**src/rtl/wb_snoop_arbiter_rr.sv**
```systemverilog
// Round-robin Wishbone arbiter: NUM_CORES L1 ports share one memory slave. Reads snoop the
// other cores first (hit = core-to-core forward), writes optionally broadcast an invalidate.
module wb_snoop_arbiter_rr #(
    parameter int unsigned NUM_CORES           = 4,
    parameter int unsigned AW                  = 32,
    parameter int unsigned DW                  = 32,
    parameter int unsigned SNOOP_TIMEOUT       = 16,
    parameter bit          INVALIDATE_ON_WRITE = 1'b1
) (
    input  logic                      wb_clk_i,
    input  logic                      wb_rst_n_i,
    input  logic [NUM_CORES*AW-1:0]   wbm_adr_i,
    input  logic [NUM_CORES*DW-1:0]   wbm_dat_i,
    input  logic [NUM_CORES*DW/8-1:0] wbm_sel_i,
    input  logic [NUM_CORES-1:0]      wbm_we_i,
    input  logic [NUM_CORES-1:0]      wbm_cyc_i,
    input  logic [NUM_CORES-1:0]      wbm_stb_i,
    input  logic [NUM_CORES*3-1:0]    wbm_cti_i,
    input  logic [NUM_CORES*2-1:0]    wbm_bte_i,
    output logic [NUM_CORES*DW-1:0]   wbm_dat_o,
    output logic [NUM_CORES-1:0]      wbm_ack_o,
    output logic [NUM_CORES-1:0]      wbm_err_o,
    output logic [NUM_CORES-1:0]      wbm_rty_o,
    output logic [AW-1:0]             wbs_adr_o,
    output logic [DW-1:0]             wbs_dat_o,
    output logic [DW/8-1:0]           wbs_sel_o,
    output logic                      wbs_we_o,
    output logic                      wbs_cyc_o,
    output logic                      wbs_stb_o,
    output logic [2:0]                wbs_cti_o,
    output logic [1:0]                wbs_bte_o,
    input  logic [DW-1:0]             wbs_dat_i,
    input  logic                      wbs_ack_i,
    input  logic                      wbs_err_i,
    input  logic                      wbs_rty_i,
    output logic [AW-1:0]             snoop_adr_o,
    output logic [1:0]                snoop_type_o,
    output logic [NUM_CORES-1:0]      snoop_req_o,
    input  logic [NUM_CORES-1:0]      snoop_ack_i,
    input  logic [NUM_CORES-1:0]      snoop_valid_dat_i,
    input  logic [NUM_CORES*DW-1:0]   snooped_dat_i,
    output logic [NUM_CORES-1:0]      grant_o,
    output logic                      snoop_timeout_o
);
    localparam int unsigned PW = (NUM_CORES > 1) ? $clog2(NUM_CORES) : 1;
    localparam int unsigned CW = $clog2(SNOOP_TIMEOUT);
    localparam int unsigned SW = DW / 8;

    typedef enum logic [4:0] {
        StIdle      = 5'b00001,
        StSnoopRd   = 5'b00010,
        StSnoopInv  = 5'b00100,
        StForward   = 5'b01000,
        StMemAccess = 5'b10000
    } state_e;

    state_e               r_state;
    logic [NUM_CORES-1:0] r_grant, r_ack_seen;
    logic [PW-1:0]        r_gidx, r_rr_ptr;
    logic [CW-1:0]        r_cnt;
    logic [DW-1:0]        r_fwd_dat;

    logic [NUM_CORES-1:0] w_req, w_win_oh, w_others, w_hit_vec;
    logic [PW-1:0]        w_win_idx, w_hi_idx, w_lo_idx, w_rr_next;
    logic                 w_win_vld, w_hi_vld, w_win_rd, w_gcyc, w_all_ack, w_rd_hit;
    logic                 w_cnt_exp, w_in_snoop;
    logic [2:0]           w_win_cti;
    logic [DW-1:0]        w_hit_dat;
    state_e               w_arb_state;

    assign w_req = wbm_cyc_i & wbm_stb_i;

    // Winner: lowest requester at or above rr_ptr, otherwise lowest requester overall.
    always_comb begin
        w_hi_vld = 1'b0;
        w_hi_idx = '0;
        w_lo_idx = '0;
        for (int k = int'(NUM_CORES) - 1; k >= 0; k--) begin
            if (w_req[k]) begin
                w_lo_idx = PW'(k);
                if (k >= int'(r_rr_ptr)) begin
                    w_hi_idx = PW'(k);
                    w_hi_vld = 1'b1;
                end
            end
        end
        w_win_vld = |w_req;
        w_win_idx = w_hi_vld ? w_hi_idx : w_lo_idx;
        w_win_oh  = '0;
        w_win_oh[w_win_idx] = 1'b1;
    end

    assign w_win_rd  = ~wbm_we_i[w_win_idx];
    assign w_win_cti = wbm_cti_i[w_win_idx*3 +: 3];
    assign w_rr_next = (w_win_idx == PW'(NUM_CORES - 1)) ? '0 : w_win_idx + 1'b1;

    always_comb begin
        if (NUM_CORES > 1 && w_win_rd && (w_win_cti == 3'b000 || w_win_cti == 3'b111)) begin
            w_arb_state = StSnoopRd;
        end else if (NUM_CORES > 1 && !w_win_rd && INVALIDATE_ON_WRITE) begin
            w_arb_state = StSnoopInv;
        end else begin
            w_arb_state = StMemAccess;
        end
    end

    assign w_others   = ~r_grant;
    assign w_hit_vec  = snoop_ack_i & snoop_valid_dat_i & w_others;
    assign w_all_ack  = ((r_ack_seen | snoop_ack_i) & w_others) == w_others;
    assign w_gcyc     = wbm_cyc_i[r_gidx];
    assign w_cnt_exp  = (r_cnt == CW'(SNOOP_TIMEOUT - 1));
    assign w_in_snoop = (r_state == StSnoopRd) || (r_state == StSnoopInv);
    assign w_rd_hit   = (r_state == StSnoopRd) && (|w_hit_vec);

    always_comb begin
        w_hit_dat = '0;
        for (int k = int'(NUM_CORES) - 1; k >= 0; k--) begin
            if (w_hit_vec[k]) w_hit_dat = snooped_dat_i[k*DW +: DW];
        end
    end

    assign snoop_timeout_o = w_in_snoop && w_gcyc && !w_rd_hit && !w_all_ack && w_cnt_exp;
    assign grant_o         = r_grant;

    always_ff @(posedge wb_clk_i or negedge wb_rst_n_i) begin
        if (!wb_rst_n_i) begin
            r_state    <= StIdle;
            r_grant    <= '0;
            r_gidx     <= '0;
            r_rr_ptr   <= '0;
            r_cnt      <= '0;
            r_ack_seen <= '0;
            r_fwd_dat  <= '0;
        end else begin
            unique case (r_state)
                StIdle, StForward: begin
                    // A master still holding cyc after a forward is re-arbitrated directly.
                    if (w_win_vld && (r_state == StIdle || w_gcyc)) begin
                        r_state  <= w_arb_state;
                        r_grant  <= w_win_oh;
                        r_gidx   <= w_win_idx;
                        r_rr_ptr <= w_rr_next;
                    end else begin
                        r_state <= StIdle;
                        r_grant <= '0;
                    end
                    r_cnt      <= '0;
                    r_ack_seen <= '0;
                end
                StSnoopRd, StSnoopInv: begin
                    r_ack_seen <= r_ack_seen | snoop_ack_i;
                    r_cnt      <= r_cnt + 1'b1;
                    if (!w_gcyc) begin
                        r_state <= StIdle;
                        r_grant <= '0;
                    end else if (w_rd_hit) begin
                        r_state   <= StForward;
                        r_fwd_dat <= w_hit_dat;
                    end else if (w_all_ack || w_cnt_exp) begin
                        r_state <= StMemAccess;
                    end
                end
                StMemAccess: begin
                    if (!w_gcyc) begin
                        r_state <= StIdle;
                        r_grant <= '0;
                    end
                end
                default: begin
                    r_state <= StIdle;
                    r_grant <= '0;
                end
            endcase
        end
    end

    always_comb begin
        wbm_dat_o    = '0;
        wbm_ack_o    = '0;
        wbm_err_o    = '0;
        wbm_rty_o    = '0;
        wbs_adr_o    = '0;
        wbs_dat_o    = '0;
        wbs_sel_o    = '0;
        wbs_we_o     = 1'b0;
        wbs_cyc_o    = 1'b0;
        wbs_stb_o    = 1'b0;
        wbs_cti_o    = '0;
        wbs_bte_o    = '0;
        snoop_adr_o  = '0;
        snoop_type_o = 2'b00;
        snoop_req_o  = '0;
        unique case (r_state)
            StSnoopRd, StSnoopInv: begin
                snoop_adr_o  = wbm_adr_i[r_gidx*AW +: AW];
                snoop_type_o = (r_state == StSnoopRd) ? 2'b01 : 2'b10;
                snoop_req_o  = w_others & ~r_ack_seen;
            end
            StForward: begin
                wbm_dat_o[r_gidx*DW +: DW] = r_fwd_dat;
                wbm_ack_o[r_gidx]          = 1'b1;
            end
            StMemAccess: begin
                wbs_adr_o = wbm_adr_i[r_gidx*AW +: AW];
                wbs_dat_o = wbm_dat_i[r_gidx*DW +: DW];
                wbs_sel_o = wbm_sel_i[r_gidx*SW +: SW];
                wbs_we_o  = wbm_we_i[r_gidx];
                wbs_cyc_o = wbm_cyc_i[r_gidx];
                wbs_stb_o = wbm_stb_i[r_gidx];
                wbs_cti_o = wbm_cti_i[r_gidx*3 +: 3];
                wbs_bte_o = wbm_bte_i[r_gidx*2 +: 2];
                wbm_dat_o[r_gidx*DW +: DW] = wbs_dat_i;
                wbm_ack_o[r_gidx]          = wbs_ack_i;
                wbm_err_o[r_gidx]          = wbs_err_i;
                wbm_rty_o[r_gidx]          = wbs_rty_i;
            end
            default: ;
        endcase
    end
endmodule

```
**config.mk**
```make
export PLATFORM = sky130hd
export DESIGN_NAME = wb_snoop_arbiter_rr
export DESIGN_NICKNAME = d
export VERILOG_FILES = /design/src/rtl/wb_snoop_arbiter_rr.sv
export SDC_FILE = /design/constraint.sdc
export NUM_CORES = 1
export LEC_CHECK = 0
export BUFFER_PORTS_ARGS = -buffer_cell sky130_fd_sc_hd__buf_4
export CAP_MARGIN = 20
export CELL_PAD_IN_SITES_DETAIL_PLACEMENT = 0
export CELL_PAD_IN_SITES_GLOBAL_PLACEMENT = 1
export CORE_AREA = 4 4 283 285
export CTS_BUF_LIST = sky130_fd_sc_hd__clkbuf_4
export DETAILED_ROUTE_END_ITERATION = 12
export DIE_AREA = 0 0 287 289
export PLACE_DENSITY = 0.51
export SYNTH_ARGS = -nofsm -noshare
export SYNTH_HDL_FRONTEND = slang
export SYNTH_SLANG_ARGS = --single-unit
```
**constraint.sdc**
```tcl
create_clock -name wb_clk_i -period 2.9 [get_ports wb_clk_i]
set_clock_uncertainty 0.2 [all_clocks]
set_input_delay 0.145 -clock wb_clk_i [delete_from_list [all_inputs] [get_ports wb_clk_i]]
set_output_delay 0.145 -clock wb_clk_i [all_outputs]
set_load 0.05 [all_outputs]
```
==> impl_metrics.yaml <==
run_status:
  status: "complete, but fails checks"
  violated_checks: "setup timing"
place:
  dpl.hpwl_um: 47670
  buffer_ports.inserted: 735
  worst_case_setup_slack_after_placement_ns: 0.1262
  place.detailed.instances: 2590
  finalWeightedCongestion: 0.8821
grt:
  grt_antenna_before_repair: 18
  global_route.overflow_total: 0
  number_of_global_route_vias_before_repair: 10760
  grt_max_degree: 66
  grt_usage: 0.1297
  grt_first_pass_wirelength_um: 78360
synth:
  yosys_register_bits: 53
  dominantRegCellSynth: "sky130_fd_sc_hd__dfrtp_1"
  synth_area_per_cell_um2: 8.266
  synth_warnings: 0
  post_synth_instance_area_um2: 6885
  postSynthNetCount: 1320
  postSynth.asyncResetShare: 1.000
  number_of_flops_mapped_to_enable_cells_by_yosys: 0
  ys_top_cells_by_area: "sky130_fd_sc_hd__mux4_2 (25%), sky130_fd_sc_hd__dfrtp_1 (19%), sky130_fd_sc_hd__and2_1 (10%)"
  synth_top_cells_by_count: "sky130_fd_sc_hd__nor2_1 (179), sky130_fd_sc_hd__and2_1 (112), sky130_fd_sc_hd__mux4_2 (75)"
  synth_cell_types: 51
  synth.largest_area_cell: "sky130_fd_sc_hd__mux4_2"
  synth_largest_type_area_fraction: 0.2453
  synth-seq-area-share: 0.1928
  dominant_cell_by_count_in_the_synthesized_netlist: "sky130_fd_sc_hd__nor2_1"
  postSynthCellCount: 833
floorplan:
  die_h_um: 289
  design.die.area_um2: 82940
  core_region_area_um2: 77340
  ios: 736
  floorplan.rows: 102
  dieWidth_um: 287
  start_util: 0.08903
cts:
  h_tree_depth: 2
  worstSkewPairLatency_ns: 0.46
  cts.sinks: 53
  bufs_on_longest_clock_path: 2
  clk_pin_slew_ns: 0.21
  cts_root_buf: "sky130_fd_sc_hd__clkbuf_4"
  clock_tree_from_tritoncts: "built"
  cts-buffers-inserted: 5
final_layout:
  final_layout_size_suffix_gt1_frac: 0.6618
  syn_to_final_growth_pct: 147.8
  final.fill_count: 8545
  finalNetCount: 2139
  post_layout_nonfiller_instances: 2699
sta:
  final-max-slew-violation-count: 0
  period_needed_ns: 2.922
  setup_tns_ns: -0.05286
  worst-slew-pin-transition_ns: 0.7964
  finalSetupViolCount: 4
  report.final.hold_viol_count: 0
  timing.hold.ws_ns: 0.04160
  finalCritPeriodShare: 1.007
  postLayoutSetupSlackWorst_ns: -0.02157
  rsz0062_at_grt: "yes"
  clock.fmax_ghz: 0.3423
  slew_headroom: 0.4691
setup_path:
  critical_path.max_fanout: 8
  startpoint_types: "flop"
  endpoint_kind: "output port"
  crit_type: "flop to output port"
  cp.required_ns: 2.56
  critical_path_arrival_ns: 2.58
power_and_ir_drop:
  switching_power_uw: 3904
  power_density_nw_per_um2: 451.7
  cell_internal_pwr_uw: 3804
  power.share.combinational: 0.793
  power_frac_seq: 0.153
  worst_ir_drop_vdd_mv: 0.2774
  power.total_uw: 7707
  power.clock.fraction: 0.054
  swShare: 0.5065
  power.static_leakage_uw: 0.007344
drt:
  post-route-drc-count: 0
  wl_per_cell_um: 21.82
  firstDrtPassIters: 5
  totalWireLength_um: 58890
  first_iter_violations: 488
  routed_via_density: 3.780
  vias: 10201
  antenna_violating_nets_post_route: 0
worst_hold_path:
  hp-class: "input port to flop"
job:
  cap_viol_max_count: 0
[worst max-delay path: stages, from the launching register on]
cell                         delay [ns]
sky130_fd_sc_hd__dfrtp_4           0.51
sky130_fd_sc_hd__clkinvlp_4        0.25
sky130_fd_sc_hd__ha_1              0.28
sky130_fd_sc_hd__and2b_1           0.24
sky130_fd_sc_hd__nand4b_1          0.13
sky130_fd_sc_hd__buf_6             0.18
sky130_fd_sc_hd__clkbuf_16         0.18
sky130_fd_sc_hd__nor2_1            0.15
sky130_fd_sc_hd__buf_6             0.18
[sequential cells by signal, indices dropped and copies added, names as in the netlist]
signal      flops
r_gidx          2
r_rr_ptr        2
r_cnt           4
r_fwd_dat      32
r_ack_seen      4
r_state         5
grant_o         4
[final cells by class]
type                       count  area [um2]  area share
antenna                        6       15.01   0.0008800
clock buffer                   5       37.54    0.002200
clock inverter                 3       25.02    0.001467
inverter                       9       41.29    0.002420
multi-input combinational    694        6299      0.3691
sequential                    53        1338     0.07839
tap                         1040        1301     0.07626
timing repair buffer         889        8006      0.4692
[path summary, 6_finish.rpt]
path / from / end / slack, ns / cells past startpoint
setup / recovery: r_gidx[1] / wbm_dat_o[127] / -0.02 / 8
hold / removal: snooped_dat_i[56] / r_fwd_dat[24] / 0.04 / 5
setup reg to reg: r_rr_ptr[0] / r_state[1] / 0.18 / 8
hold reg to reg: r_fwd_dat[24] / r_fwd_dat[24] / 0.30 / 2
max in group asynchronous: wb_rst_n_i / r_gidx[1] / 1.82 / 2
min in group asynchronous: wb_rst_n_i / r_fwd_dat[0] / 0.11 / 2
[power by group through the flow]
| stage | clock, uW | combinational, uW | sequential [uW] |
|---|---|---|---|
| floorplan | 0 | 3320 | 1150 |
| global placement | 0 | 5500 | 1180 |
| detailed placement | 0 | 5550 | 1180 |
| CTS | 467 | 6020 | 1180 |
| global route | 484 | 6540 | 1210 |
| finish | 419 | 6110 | 1180 |
[repair_timing]
item / in CTS / in global routing
buffers inserted: 6 / 11
pin swaps: 5 / 9
cloned: 6 / 6
gates resized for setup: 138 / 119
hold endpoints to repair: 90 / 0
hold buffers: 66 / 0
setup endpoints to repair: 161 / 190
[routing by layer]
layer  part of all wire  track usage
met1               0.41       0.1610
met2               0.48       0.2193
met3              0.082      0.04288
met4              0.018      0.02794
met5             0.0014            0
[stage by stage]
stage / utilization / cell area [um2]
2_1_floorplan: - / 7715
3_3_place_gp: 0.1923 / 14880
3_5_place_dp: 0.1923 / 14880
4_1_cts: 0.2115 / 16360
5_1_grt: 0.2205 / 17060
6_report: 0.2206 / 17060
[cell usage in the layout, fill, tap and decap left out, types with 6 or more instances in the layout]
cell type | synthesis | final
sky130_fd_sc_hd__buf_12 | 0 | 15
sky130_fd_sc_hd__dfrtp_1 | 52 | 48
sky130_fd_sc_hd__and2_4 | 1 | 21
sky130_fd_sc_hd__nor2_4 | 1 | 115
sky130_fd_sc_hd__mux4_2 | 75 | 75
sky130_fd_sc_hd__inv_1 | 9 | 7
sky130_fd_sc_hd__nor2_2 | 0 | 17
sky130_fd_sc_hd__nor3_1 | 43 | 40
sky130_fd_sc_hd__buf_4 | 0 | 648
sky130_fd_sc_hd__a221oi_1 | 32 | 32
sky130_fd_sc_hd__dlygate4sd3_1 | 0 | 66
sky130_fd_sc_hd__diode_2 | 0 | 6
sky130_fd_sc_hd__o21ai_0 | 43 | 43
sky130_fd_sc_hd__and2_1 | 112 | 92
sky130_fd_sc_hd__a21oi_1 | 43 | 42
sky130_fd_sc_hd__nor2_1 | 179 | 48
sky130_fd_sc_hd__buf_6 | 1 | 113
sky130_fd_sc_hd__and3_1 | 10 | 10
sky130_fd_sc_hd__buf_16 | 0 | 8
sky130_fd_sc_hd__ha_1 | 10 | 7
sky130_fd_sc_hd__nand2_1 | 62 | 61
sky130_fd_sc_hd__mux2i_1 | 35 | 27
sky130_fd_sc_hd__buf_8 | 0 | 31
[cell families (layout without fill, tap and decap cells)]
| logic type | Yosys count | count (layout) | share of synthesized area |
|---|---|---|---|
| xor+xnor | 3 | 3 | 0.003817 |
| other cells | 0 | 6 | 0 |
| fa+ha+maj | 10 | 10 | 0.01817 |
| buf+inv | 86 | 906 | 0.05161 |
| simple gates | 431 | 431 | 0.3026 |
| mux | 111 | 111 | 0.3000 |
| compound gates | 139 | 139 | 0.1310 |
| flops | 53 | 53 | 0.1928 |
(Power assumes the default switching activity.)
